`config.mk`:
```
export PLATFORM = sky130hd
export DESIGN_NAME = gen_fifo_reader
export DESIGN_NICKNAME = d
export VERILOG_FILES = /design/src/rtl/gen_fifo_reader.sv
export SDC_FILE = /design/constraint.sdc
export NUM_CORES = 1
export LEC_CHECK = 0
export ABC_AREA = 1
export CAP_MARGIN = 40
export CORE_UTILIZATION = 45
export DETAILED_ROUTE_END_ITERATION = 8
export PLACE_DENSITY = 0.87
export SYNTH_ARGS = -nofsm -noshare
export SYNTH_HDL_FRONTEND = slang
export SYNTH_SLANG_ARGS = --single-unit
```
`constraint.sdc`:
```
create_clock -name clk -period 3 [get_ports clk]
set_clock_uncertainty 0.05 [all_clocks]
set_input_delay 0.9 -clock clk [delete_from_list [all_inputs] [get_ports clk]]
set_output_delay 0.9 -clock clk [all_outputs]
set_load 0.01 [all_outputs]
```
`src/rtl/gen_fifo_reader.sv`:
```
// Read-side controller for the generator FIFO: fetches samples into a two-entry
// buffer and presents them on a valid/ready stream with a delivered-sample counter.
`timescale 1ns/1ps

`ifndef DATA_WIDTH
`define DATA_WIDTH 16
`endif
`ifndef RESET_VALUE
`define RESET_VALUE 16'hA5A5
`endif

module gen_fifo_reader #(
  parameter int DATA_WIDTH = `DATA_WIDTH,
  parameter int CNT_WIDTH  = 16
) (
  input  logic                  clk,
  input  logic                  rst,
  input  logic                  enh,
  input  logic                  clrh,
  input  logic                  fifo_empty,
  input  logic [DATA_WIDTH-1:0] fifo_rdata,
  output logic                  fifo_rd,
  output logic                  m_valid,
  output logic [DATA_WIDTH-1:0] m_data,
  input  logic                  m_ready,
  output logic [CNT_WIDTH-1:0]  sample_cnt,
  output logic                  busy,
  output logic                  drained
);

  localparam logic [DATA_WIDTH-1:0] RST_DATA = DATA_WIDTH'(`RESET_VALUE);

  typedef enum logic [1:0] {IDLE, RUN, DRAIN} state_t;

  state_t                state;
  logic [1:0]            occ;
  logic                  inflight;
  logic [DATA_WIDTH-1:0] buf0;
  logic [DATA_WIDTH-1:0] buf1;
  logic                  pop;
  logic [2:0]            level;

  assign m_valid = (occ != 2'd0);
  assign m_data  = buf0;
  assign pop     = m_valid && m_ready;
  assign busy    = (state != IDLE);

  // Occupancy after this cycle's capture and pop; a read may only be issued
  // when the sample it returns is guaranteed a free buffer slot.
  assign level   = 3'(occ) + 3'(inflight) - 3'(pop);
  assign fifo_rd = (state == RUN) && !fifo_empty && !clrh && !rst && (level < 3'd2);

  always_ff @(posedge clk) begin
    if (rst || clrh) begin
      state      <= IDLE;
      occ        <= 2'd0;
      inflight   <= 1'b0;
      buf0       <= RST_DATA;
      buf1       <= RST_DATA;
      sample_cnt <= '0;
      drained    <= 1'b0;
    end else begin
      inflight <= fifo_rd;
      occ      <= level[1:0];
      drained  <= 1'b0;

      if (pop)
        sample_cnt <= sample_cnt + CNT_WIDTH'(1);

      // buf0 is the head; a capture lands at whatever slot is the tail after the pop
      if (pop && inflight) begin
        if (occ == 2'd2) begin
          buf0 <= buf1;
          buf1 <= fifo_rdata;
        end else begin
          buf0 <= fifo_rdata;
        end
      end else if (pop) begin
        buf0 <= buf1;
      end else if (inflight) begin
        if (occ == 2'd0)
          buf0 <= fifo_rdata;
        else
          buf1 <= fifo_rdata;
      end

      case (state)
        IDLE:  if (enh) state <= RUN;
        RUN:   if (!enh) state <= DRAIN;
        DRAIN: begin
          if (occ == 2'd0 && !inflight) begin
            state   <= IDLE;
            drained <= 1'b1;
          end else if (enh) begin
            state <= RUN;
          end
        end
        default: state <= IDLE;
      endcase
    end
  end

endmodule

```
== Word level (Yosys, flattened, before mapping) ==
Cells that the tools add are included.

* Logic and storage cells: 56
* Output and inout port bits: 36
* Bits in registers: 54
* Input bits: 22

* Order comparisons: 1
* Add/subtract/negate cells: 3
* Bitwise operators: 1
* Equality and inequality tests: 7
* Reductions and logical operators: 22
* Multiplexer cells: 15

{| class="wikitable"
|+ Operators by type and width
! cell !! count
|-
| 2-to-1 mux 16 bit || 10
|-
| adder 16 x 1 -> 16 bit, second input constant || 1
|-
| logical AND 1 bit || 7
|-
| 2-to-1 mux 2 bit || 3
|-
| one-hot mux 2 bit (3 select lines) || 1
|-
| nonzero test 2 bit || 3
|-
| nonzero test 3 bit || 2
|-
| == test 2 bit, second input constant || 2
|-
| logical NOT 1 bit || 4
|-
| logical NOT 2 bit || 2
|-
| != test 2 x 1 -> 1 bit, second input constant || 2
|-
| != test 2 bit, second input constant || 2
|-
| AND reduction 4 bit || 1
|-
| adder 2 x 1 -> 3 bit || 1
|-
| < comparator 3 x 2 -> 1 bit, second input constant || 1
|-
| subtractor 3 x 1 -> 3 bit || 1
|-
| == test 2 x 1 -> 1 bit, second input constant || 1
|-
| AND reduction 2 bit || 1
|-
| OR reduction 2 bit || 1
|-
| logical OR 1 bit || 1
|-
| 2-to-1 mux 1 bit || 1
|-
| inverter 1 bit || 1
|}

== Depth between registers and ports, before layout ==
Gate-level depths: netlist of run 1.

* Word-level depth: 5
* Gate-level depth with buffers: 12
* Mapped depth without buffers: 10

== Worst setup path before layout of run 1 ==
Ideal clock, no wire load.

* Path type: input port to output port
* Start point: in m_ready
* End point: out fifo_rd
* Setup slack: -0.437 ns
* Required time: 2.050 ns
* Stages: 9
* Arrival: 2.487 ns
* Cells stage by stage: nand2_2 buf_6 nor2_2 nor2_1 ha_1 fa_1 inv_1 nand3_1 nor4_1

* Cells in the longest elaborated chain, start to end: 4

{| class="wikitable"
|+ RTL lines
! item !! line !! RTL
|-
| start, declared || 25 || <nowiki>input logic m_ready,</nowiki>
|-
| logical AND 1 bit || 45 || <nowiki>assign pop = m_valid && m_ready;</nowiki>
|-
| subtractor 3 x 1 -> 3 bit || 50 || <nowiki>assign level = 3'(occ) + 3'(inflight) - 3'(pop);</nowiki>
|-
| via level[1] || 41 || <nowiki>logic [2:0] level;</nowiki>
|-
| < comparator 3 x 2 -> 1 bit || 51 || <nowiki>assign fifo_rd = (state == RUN) && !fifo_empty && !clrh && !rst && (level < 3'd2);</nowiki>
|-
| logical AND 1 bit || 51 ||
|-
| end, declared || 22 || <nowiki>output logic fifo_rd,</nowiki>
|}

The timed path passes the listed nets, and every way through them passes these cells.

== Worst setup path after layout of run 1 ==
Ends and elaborated chain as after synthesis.

==> results of run 1 <==
## layout make-up
cell class | count | area (um2)
Multi-Input combinational cell | 234 | 1210
Clock buffer | 5 | 68.8
Inverter | 38 | 148
Clock inverter | 2 | 15.0
Timing Repair Buffer | 78 | 728
Fill cell | 456 | 1870
Tap cell | 70 | 87.6
Sequential cell | 54 | 1080
## how the worst max path moves through the flow
stage                 start  slack [ns]      end  depth (start not counted)
global route        m_ready       -0.46  fifo_rd                         11
floorplan           m_ready       -0.29  fifo_rd                          9
detailed placement  m_ready       -1.42  fifo_rd                         11
CTS                 m_ready       -0.46  fifo_rd                         11
global placement    m_ready       -1.32  fifo_rd                         11
finish              m_ready       -0.42  fifo_rd                         11
## power groups by stage
stage          Combinational [mW]  Clock, mW  Sequential [mW]
4_1_cts                    0.0862      0.409            0.721
3_3_place_gp               0.0825          0            0.737
6_report                   0.0872      0.397            0.721
2_1_floorplan              0.0358          0            0.738
3_5_place_dp               0.0842          0            0.737
5_1_grt                    0.0953      0.441            0.722
## per-layer routing
| metal | wire, um | vias to the layer above | share of wire |
|---|---|---|---|
| met3 | 299 | 10 | 0.053 |
| met2 | 2720 | 78 | 0.48 |
| li1 | - | 1242 | - |
| met4 | 86 | 0 | 0.015 |
| met5 | 0 | - | 0 |
| met1 | 2530 | 1070 | 0.45 |
## through the flow
step                setup TNS (ns)  setup slack [ns]  cell area [um2]
floorplan                   -0.292            -0.292             2500
finish                      -0.425            -0.425             3340
global route                -0.463            -0.463             3340
global placement             -1.34             -1.32             3220
detailed placement           -1.58             -1.42             3220
CTS                         -0.459            -0.459             3330
## cells by family (layout without fill, tap and decap cells)
| family | Yosys count | in the layout | share of synthesized area |
|---|---|---|---|
| flip-flops | 54 | 54 | 0.438 |
| AO/OA/AOI/OAI | 49 | 49 | 0.122 |
| buffers and inverters | 51 | 123 | 0.0888 |
| AND/OR/NAND/NOR | 180 | 180 | 0.325 |
| XOR/XNOR | 2 | 2 | 0.00710 |
| adder cells (fa/ha/maj) | 3 | 3 | 0.0183 |
## worst register-to-register path, cell delays in order, from the launching register on
cell and delay [ns]:
dfxtp_1 0.43, inv_2 0.07, nand2_4 0.07, nand2_4 0.06, nor2_4 0.11, nor2_1 0.06
ha_2 0.18, fa_1 0.44, inv_2 0.10, nand3_4 0.09, buf_4 0.15, buf_4 0.12
nor4_1 0.21
## cell usage after synthesis (all sizes together)
master,number
nand2,92
nor3,10
nor4,4
nor2,41
o211ai,16
buf,8
xor2,1
a21oi,18
o21bai,1
inv,37
nand3,31
clkinv,1
a211oi,1
dfxtp,54
xnor2,1
fa,1
o21ai,13
ha,2
nand4,1
and3,1
clkbuf,5
## cells in the final DEF (no fill, tap or decap), types with 2 or more instances in the layout
master	n
a21oi_1	18
buf_4	21
clkbuf_8	5
clkdlybuf4s50_1	55
clkinvlp_4	2
dfxtp_1	54
inv_1	30
inv_2	5
inv_4	2
nand2_1	89
nand2_4	3
nand3_1	29
nor2_1	33
nor2_2	5
nor2_4	3
nor3_1	8
nor3_2	2
nor4_1	3
o211ai_1	16
o21ai_0	11
## sequential cells by signal (all words and copies together), names as in the netlist
register / cells
buf1: 16
drained: 1
inflight: 1
m_data: 16
occ: 2
sample_cnt: 16
state: 2
## repair_timing
action | 4_1_cts | 5_1_grt
setup buffers | 2 | 1
pin swaps | 5 | 2
endpoints found under the setup margin | 1 | 1
gates resized for setup | 15 | 0
==> impl.org, run 1 <==
** Floorplan
- Initial Utilization :: 0.474
- Die outline height :: 76.0 um
- 58 I/O pins were placed.
- The core region is 5200 um2.
- The floorplan step defined a die boundary enclosing 5780 um2.
- Row generation in the floorplan step produced 26 rows.
- In this run the horizontal extent of the chip is 76.0 um.

** Clock network
- Clock root cell :: clkbuf_8
- TritonCTS built the clock tree.
- CTS built an H-tree with a depth of 2.
- The number of clock buffers added by TritonCTS is 5.
- Counting along the longest clock path gives a buffer depth of 2.
- Count of hold-fix buffers inserted at cts :: 0
- CTS clock-pin slew for the worst setup and hold paths :: 0.09 ns
- The later pin in the worst-skew pair is clocked with a latency of 0.31 ns.
- # clock sinks :: 54

** Setup path
- Critical Path, Cell by Cell :: buf_8 -> inv_4 -> nor2_4 -> nor2_1 -> nor2_1 -> ha_2 -> fa_1 -> inv_2 -> nand3_4 -> nor4_4 -> buf_2
- Cell family with the largest share of critical-path delay :: adder cells
- Startpoint of the lowest-slack register-to-register path :: occ[1]$_SDFF_PP0_
- In this design, the stage delay of the slowest critical-path cell is 0.44 ns.
- Critical path class :: input port to primary output
- In this run the worst path has a maximum fanout of 3.
- In this run the critical register-to-register path is captured at inflight$_SDFF_PP0_.
- The number of cells on the worst reg-to-reg path is 12.
- Together, buffers and inverters on the worst path number 4.
- The worst setup path is launched from an input port.
- In this run the register-to-register setup slack is 0.77 ns.
- In this design, the critical path's most frequently occurring cell is nor2_1.
- Critical path data required time :: 2.05 ns
- Slowest stage cell on the critical path :: fa_1
- Data on the critical path arrives at its endpoint at 2.47 ns.
- STA classifies the critical path endpoint as a primary output.

** Drt
- Wire length per cell after detailed routing :: 11.7 um
- The first detailed-routing pass took 5 iterations.
- After detailed routing, the total wire length is 5.64 mm.
- Via count :: 2400
- The detailed router finished its first iteration with 102 violations.
- In this run the remaining antenna-violating nets after routing total 0.
- Drt via density :: 4.99
- Residual DRC count :: 0

** Global route
- For this run, global-route usage on met2 was measured as 0.364.
- Total global routing track utilization :: 0.207
- For met1 alone, demand over resource in global routing was 0.245.
- Number of global-route vias before repair :: 2302
- For this run, global-route usage on met3 was measured as 0.0419.
- The number of antenna violations at the first check in global routing came to 0.
- The first global-routing pass estimated 9.87 mm of wire.
- Entering global routing, the biggest net connects 47 pins.
- The layer flagged by global routing as most heavily used is met2.
- For this run the aggregate overflow at the end of global routing stands at 0.

** Layout
- Number of antenna repair diodes :: 0
- The area growth from synthesis to layout is 35.3%.
- Total number of nets in the final design :: 436
- Final cell count without fillers :: 481
- Core occupancy in the finished layout :: 0.641
- Layout cell share with drive strength beyond 1 :: 0.134

** Timing
- Smallest setup slack after layout :: -0.425 ns
- Fmax :: 292 MHz
- Setup repair after global routing missed its margin :: yes
- In the finished design, the share of the clock period the worst path needs comes to 1.14.
- Number of setup violations in the final report :: 1
- Final Hold Violating Endpoints :: 0
- Number of max-slew violations in the final report :: 0
- Final hold slack :: 0.407 ns
- Clock period minus final worst setup slack :: 3.42 ns
- Tightest Pin Transition :: 0.458 ns
- Max_slew headroom :: 0.694

** Min path
- Hold Path End :: buf1[12]$_SDFFE_PP0P_
- The worst hold path belongs to the class register to register.
- Worst hold path depth :: 2
- Startpoint of the worst hold path :: buf1[12]$_SDFFE_PP0P_

** Power
- Total power :: 1.20 mW
- Combinational power share :: 0.072
- Of the total power, the share spent switching nets is 0.233.
- Clock network fraction of design power :: 0.329
- Summed over all nets, the switching power comes to 281 uW.
- VDD sags by at most 0.000268 V.
- Power spread over the standard cell area amounts to 361 nW/um2.
- Summed over all cells, the static leakage comes to 1.34 nW.
- Cell-internal power :: 924 uW
- Register share of total power :: 0.598

** Logic synthesis
- Number of instances in the synthesized netlist :: 339
- The number of nets in the synthesized netlist is 364.
- The share of the Yosys chip area taken by registers is 0.438.
- A synthesized cell averages 7.27 um2.
- Yosys attributes the largest share of cell area to dfxtp_1 (44%), nand2_1 (14%), nand3_1 (6.1%).
- In this run, distinct cell masters in the synthesized netlist total 33.
- Cell type with the highest aggregate area in the netlist :: dfxtp_1
- Syn. warnings :: 0
- In this run, synthesis produced a sequential element count of 54.
- Top cell type's share of synthesized area :: 0.438
- Cell area after synthesis :: 2470 um2

** Outcome
- The flow ran to the end, but the final reports show violations.
- The final reports fail on negative setup slack.

** Flow run
- Max-cap check violation count :: 0

** Placed design
- Placed instance count :: 471
- The congestion estimate from routability-driven global placement came to 0.851.
- Input and output buffers added on the ports amount to 57.
- The wire-length estimate of the detail-placed layout is 4.05 mm.
No activity file was read; power rests on OpenSTA's default activity.
==> run 2, diff against run 1 <==
Settings changed: CORE_MARGIN set to 2, SLEW_MARGIN set to 20.
==> run 2 against run 1 <==
Against the previous run:
- the flow still finishes with violations (negative setup slack)
- highest routed layer unchanged
- worst setup slack better by 0.0073 ns
- design area is 0.15% lower
- power is 8.8% higher
- critical path depth stayed put
==> impl.org, run 2 (same netlist as run 1, synthesis figures left out) <==
** Timing
- The share of the cycle needed by the critical path after routing was 1.14 (about the same).
- The number of setup violations in the final report came to 1 (unchanged).
- The headroom to the max-slew limit came to 0.654 (was 0.694).
- Number of max-slew violations in the final report :: 0 (unchanged)
- The upper clock frequency limit is 293 MHz (was 292 MHz).
- Final hold slack :: 0.407 ns (about the same)
- The worst setup slack after layout came to -0.417 ns (was -0.425 ns).
- The final period demand of the worst path came to 3.42 ns (about the same).
- Tightest Pin Transition :: 0.517 ns (was 0.458 ns)
- Final Hold Violating Endpoints :: 0 (unchanged)
- Setup repair after global routing missed its margin: yes (unchanged).

** Setup path
- Cell family with the largest share of critical-path delay :: adder cells (unchanged)
- Maximum cell stage delay along the critical path :: 0.42 ns (was 0.44 ns)
- Most numerous cell on the critical path :: nor2_1 (unchanged)
- Reg2reg setup slack :: 1.07 ns (was 0.77 ns)
- Critical Path, Cell by Cell: buf_8 -> inv_4 -> nor2_4 -> nor2_1 -> nor2_1 -> ha_2 -> fa_1 -> inv_2 -> nand3_4 -> nor4_4 -> buf_2 (unchanged).
- The total number of cells along the worst setup path is 11 (unchanged).
- The buffers plus inverters on the worst setup path came to 4 (unchanged).
- The worst setup path startpoint was m_ready (unchanged).
- The endpoint of the worst-slack reg-to-reg timing path was inflight$_SDFF_PP0_ (unchanged).
- Endpoint kind of the worst setup timing path :: primary output (unchanged)
- The depth of the worst register-to-register path is 10 (was 12).
- Critical path class :: input port to primary output (unchanged)
- Crit path DAT :: 2.47 ns (about the same)
- Critical path endpoint :: fifo_rd (unchanged)
- The standard cell with the maximum stage delay on the critical path is fa_1 (unchanged).
- The worst-path maximum fanout is 3 (unchanged).
- The worst endpoint required time came to 2.05 ns (about the same).
- Kind of start point of the critical path :: input port (unchanged)
- The launching point of the worst reg2reg path is occ[0]$_SDFF_PP0_ (was occ[1]$_SDFF_PP0_).

** Drt
- The number of DRC violations after detailed routing was 0 (unchanged).
- Routed wire length :: 5.83 mm (was 5.64 mm)
- Drt via density :: 5.04 (was 4.99)
- Wire length per cell after detailed routing :: 12.2 um (was 11.7 um)
- Via count :: 2406 (was 2400)
- The total iterations of the first detailed-routing run came to 4 (was 5).
- Residual antenna-violating net count after detailed routing :: 0 (unchanged)
- The number of DRC markers after the initial detailed-route iteration is 96 (was 102).

** Global route
- The first-pass GRT wire length came to 10.0 mm (was 9.87 mm).
- The number of antenna violations at the first check in global routing came to 0 (unchanged).
- The aggregate global-route resource usage was 0.201 (was 0.207).
- Residual overflow from global routing :: 0 (unchanged)
- The maximum number of pins on one net before global-route repair is 47 (unchanged).
- Number of global-route vias before repair :: 2313 (was 2302)

** Layout
- The net count reported at finish was 431 (was 436).
- Area added between synthesis and finish :: 35.1% (was 35.3%)
- The final cell count without fillers came to 477 (was 481).
- The final core area utilization was 0.640 (was 0.641).
- Most used cells in the layout excluding fill and tap cells: nand2_1 (89), clkdlybuf4s50_1 (55), dfxtp_1 (54) (unchanged).
- The share of post-route cells with drive strength above 1 is 0.125 (was 0.134).
- Number of antenna repair diodes :: 0 (unchanged)
- Most frequent standard cell in the layout excluding fill and tap cells :: nand2_1 (unchanged)

** Floorplan
- The total core area was 5200 um2 (unchanged).
- The area enclosed by the die boundary is 6090 um2 (was 5780 um2).
- The initial standard-cell utilization of the core came to 0.474 (unchanged).
- Die outline height :: 78.0 um (was 76.0 um)
- The cell row count is 26 (unchanged).
- Boundary pin count :: 58 (unchanged)
- The die extent in x is 78.0 um (was 76.0 um).

** Placed design
- Port Buffer Count :: 57 (unchanged)
- Placed instance count :: 469 (was 471)
- Final estimated routing congestion in global placement :: 0.871 (was 0.851)
- The post-placement worst setup slack came to -1.44 ns (was -1.42 ns).
- Post-detailed-placement half-perimeter wirelength :: 4.23 mm (was 4.05 mm)

** Flow run
- The number of violations of the max-capacitance limit came to 0 (unchanged).

** Power
- The share of total power consumed by net switching is 0.225 (was 0.233).
- The leakage power came to 1.34 nW (about the same).
- The net switching power figure was 295 uW (was 281 uW).
- The combinational fraction of design power was 0.065 (was 0.072).
- Register share of total power :: 0.550 (was 0.598)
- Cell-internal power :: 1.02 mW (was 924 uW)
- The power density over the cells came to 393 nW/um2 (was 361 nW/um2).
- Peak ir drop on the vdd network :: 0.000276 V (was 0.000268 V)
- Clock network fraction of design power :: 0.385 (was 0.329)

** Clock network
- Clock tree from TritonCTS :: done (unchanged)
- The clock latency at the later pin of the worst-skew pair was 0.31 ns (about the same).
- The number of buffers added for setup after CTS was 0 (was 2).
- Number of H-tree levels :: 2 (unchanged)
- Max Buffers Root-to-Sink :: 2 (unchanged)
- Clock root cell :: clkbuf_8 (unchanged)
- CTS Buf Count :: 5 (unchanged)
- CTS clock-pin slew for the worst setup and hold paths :: 0.10 ns (was 0.09 ns)
- The number of clock sinks is 54 (unchanged).

** Outcome
- Result of the run: complete, but fails checks (unchanged).
- Violated checks :: negative setup slack (unchanged)

** Min path
- The kind of path behind the tightest hold check was register to register (unchanged).
## run 2: stage by stage
| step | power (mW) | setup TNS (ns) | cell area (um2) |
|---|---|---|---|
| 3_5_place_dp | 0.821 | -1.48 | 3210 |
| 5_1_grt | 1.36 | -0.536 | 3330 |
| 2_1_floorplan | 0.774 | -0.292 | 2500 |
| 3_3_place_gp | 0.819 | -1.32 | 3210 |
| 4_1_cts | 1.32 | -0.442 | 3330 |
| 6_report | 1.31 | -0.417 | 3330 |
## run 2: repair_timing
action,in CTS,in global routing
hold buffers,0,0
cloned,0,0
resized for setup,15,0
pin swaps,5,1
endpoints found under the setup margin,1,1
## run 2: worst min-delay path by stage
stage                                 to                 start  cells after the start  slack, ns
floorplan           buf1[1]$_SDFFE_PP0P_  buf1[1]$_SDFFE_PP0P_                      2       0.38
global placement    buf1[6]$_SDFFE_PP0P_  buf1[6]$_SDFFE_PP0P_                      2       0.39
detailed placement  buf1[1]$_SDFFE_PP0P_  buf1[1]$_SDFFE_PP0P_                      2       0.39
CTS                 buf1[1]$_SDFFE_PP0P_  buf1[1]$_SDFFE_PP0P_                      2       0.41
global route        buf1[1]$_SDFFE_PP0P_  buf1[1]$_SDFFE_PP0P_                      2       0.43
finish              buf1[1]$_SDFFE_PP0P_  buf1[1]$_SDFFE_PP0P_                      2       0.41
## run 2: layer usage
metal / vias up / GRT usage / routed length [um]
met5: - / 0 / 0
met4: 0 / 0.0789 / 83
met3: 10 / 0.0448 / 293
met2: 75 / 0.347 / 2850
met1: 1091 / 0.242 / 2600
li1: 1230 / - / -
## run 2: final cells by class
cell class,instances,area [um2]
multi-input cells,234,1210
clock buffers,5,68.8
clock inverters,3,47.5
fillers,461,1870
inverters,38,148
flip-flops and latches,54,1080
well taps,70,87.6
repair buffers,73,691
## run 2: worst reg2reg max path, stage by stage (launching register included)
cell     delay [ns]
dfxtp_1        0.42
inv_2          0.07
nand2_4        0.08
nand2_4        0.05
nor2_4         0.10
nor2_1         0.06
ha_2           0.18
fa_1           0.45
inv_2          0.09
nand3_4        0.08
nor4_1         0.20
## run 2: power groups by stage
stage / Combinational (mW) / Sequential [mW] / Clock, mW
after floorplan: 0.0358 / 0.738 / 0
after global placement: 0.0814 / 0.737 / 0
after detailed placement: 0.0836 / 0.737 / 0
after CTS: 0.0857 / 0.721 / 0.513
after global routing: 0.0937 / 0.722 / 0.546
final: 0.0856 / 0.721 / 0.504
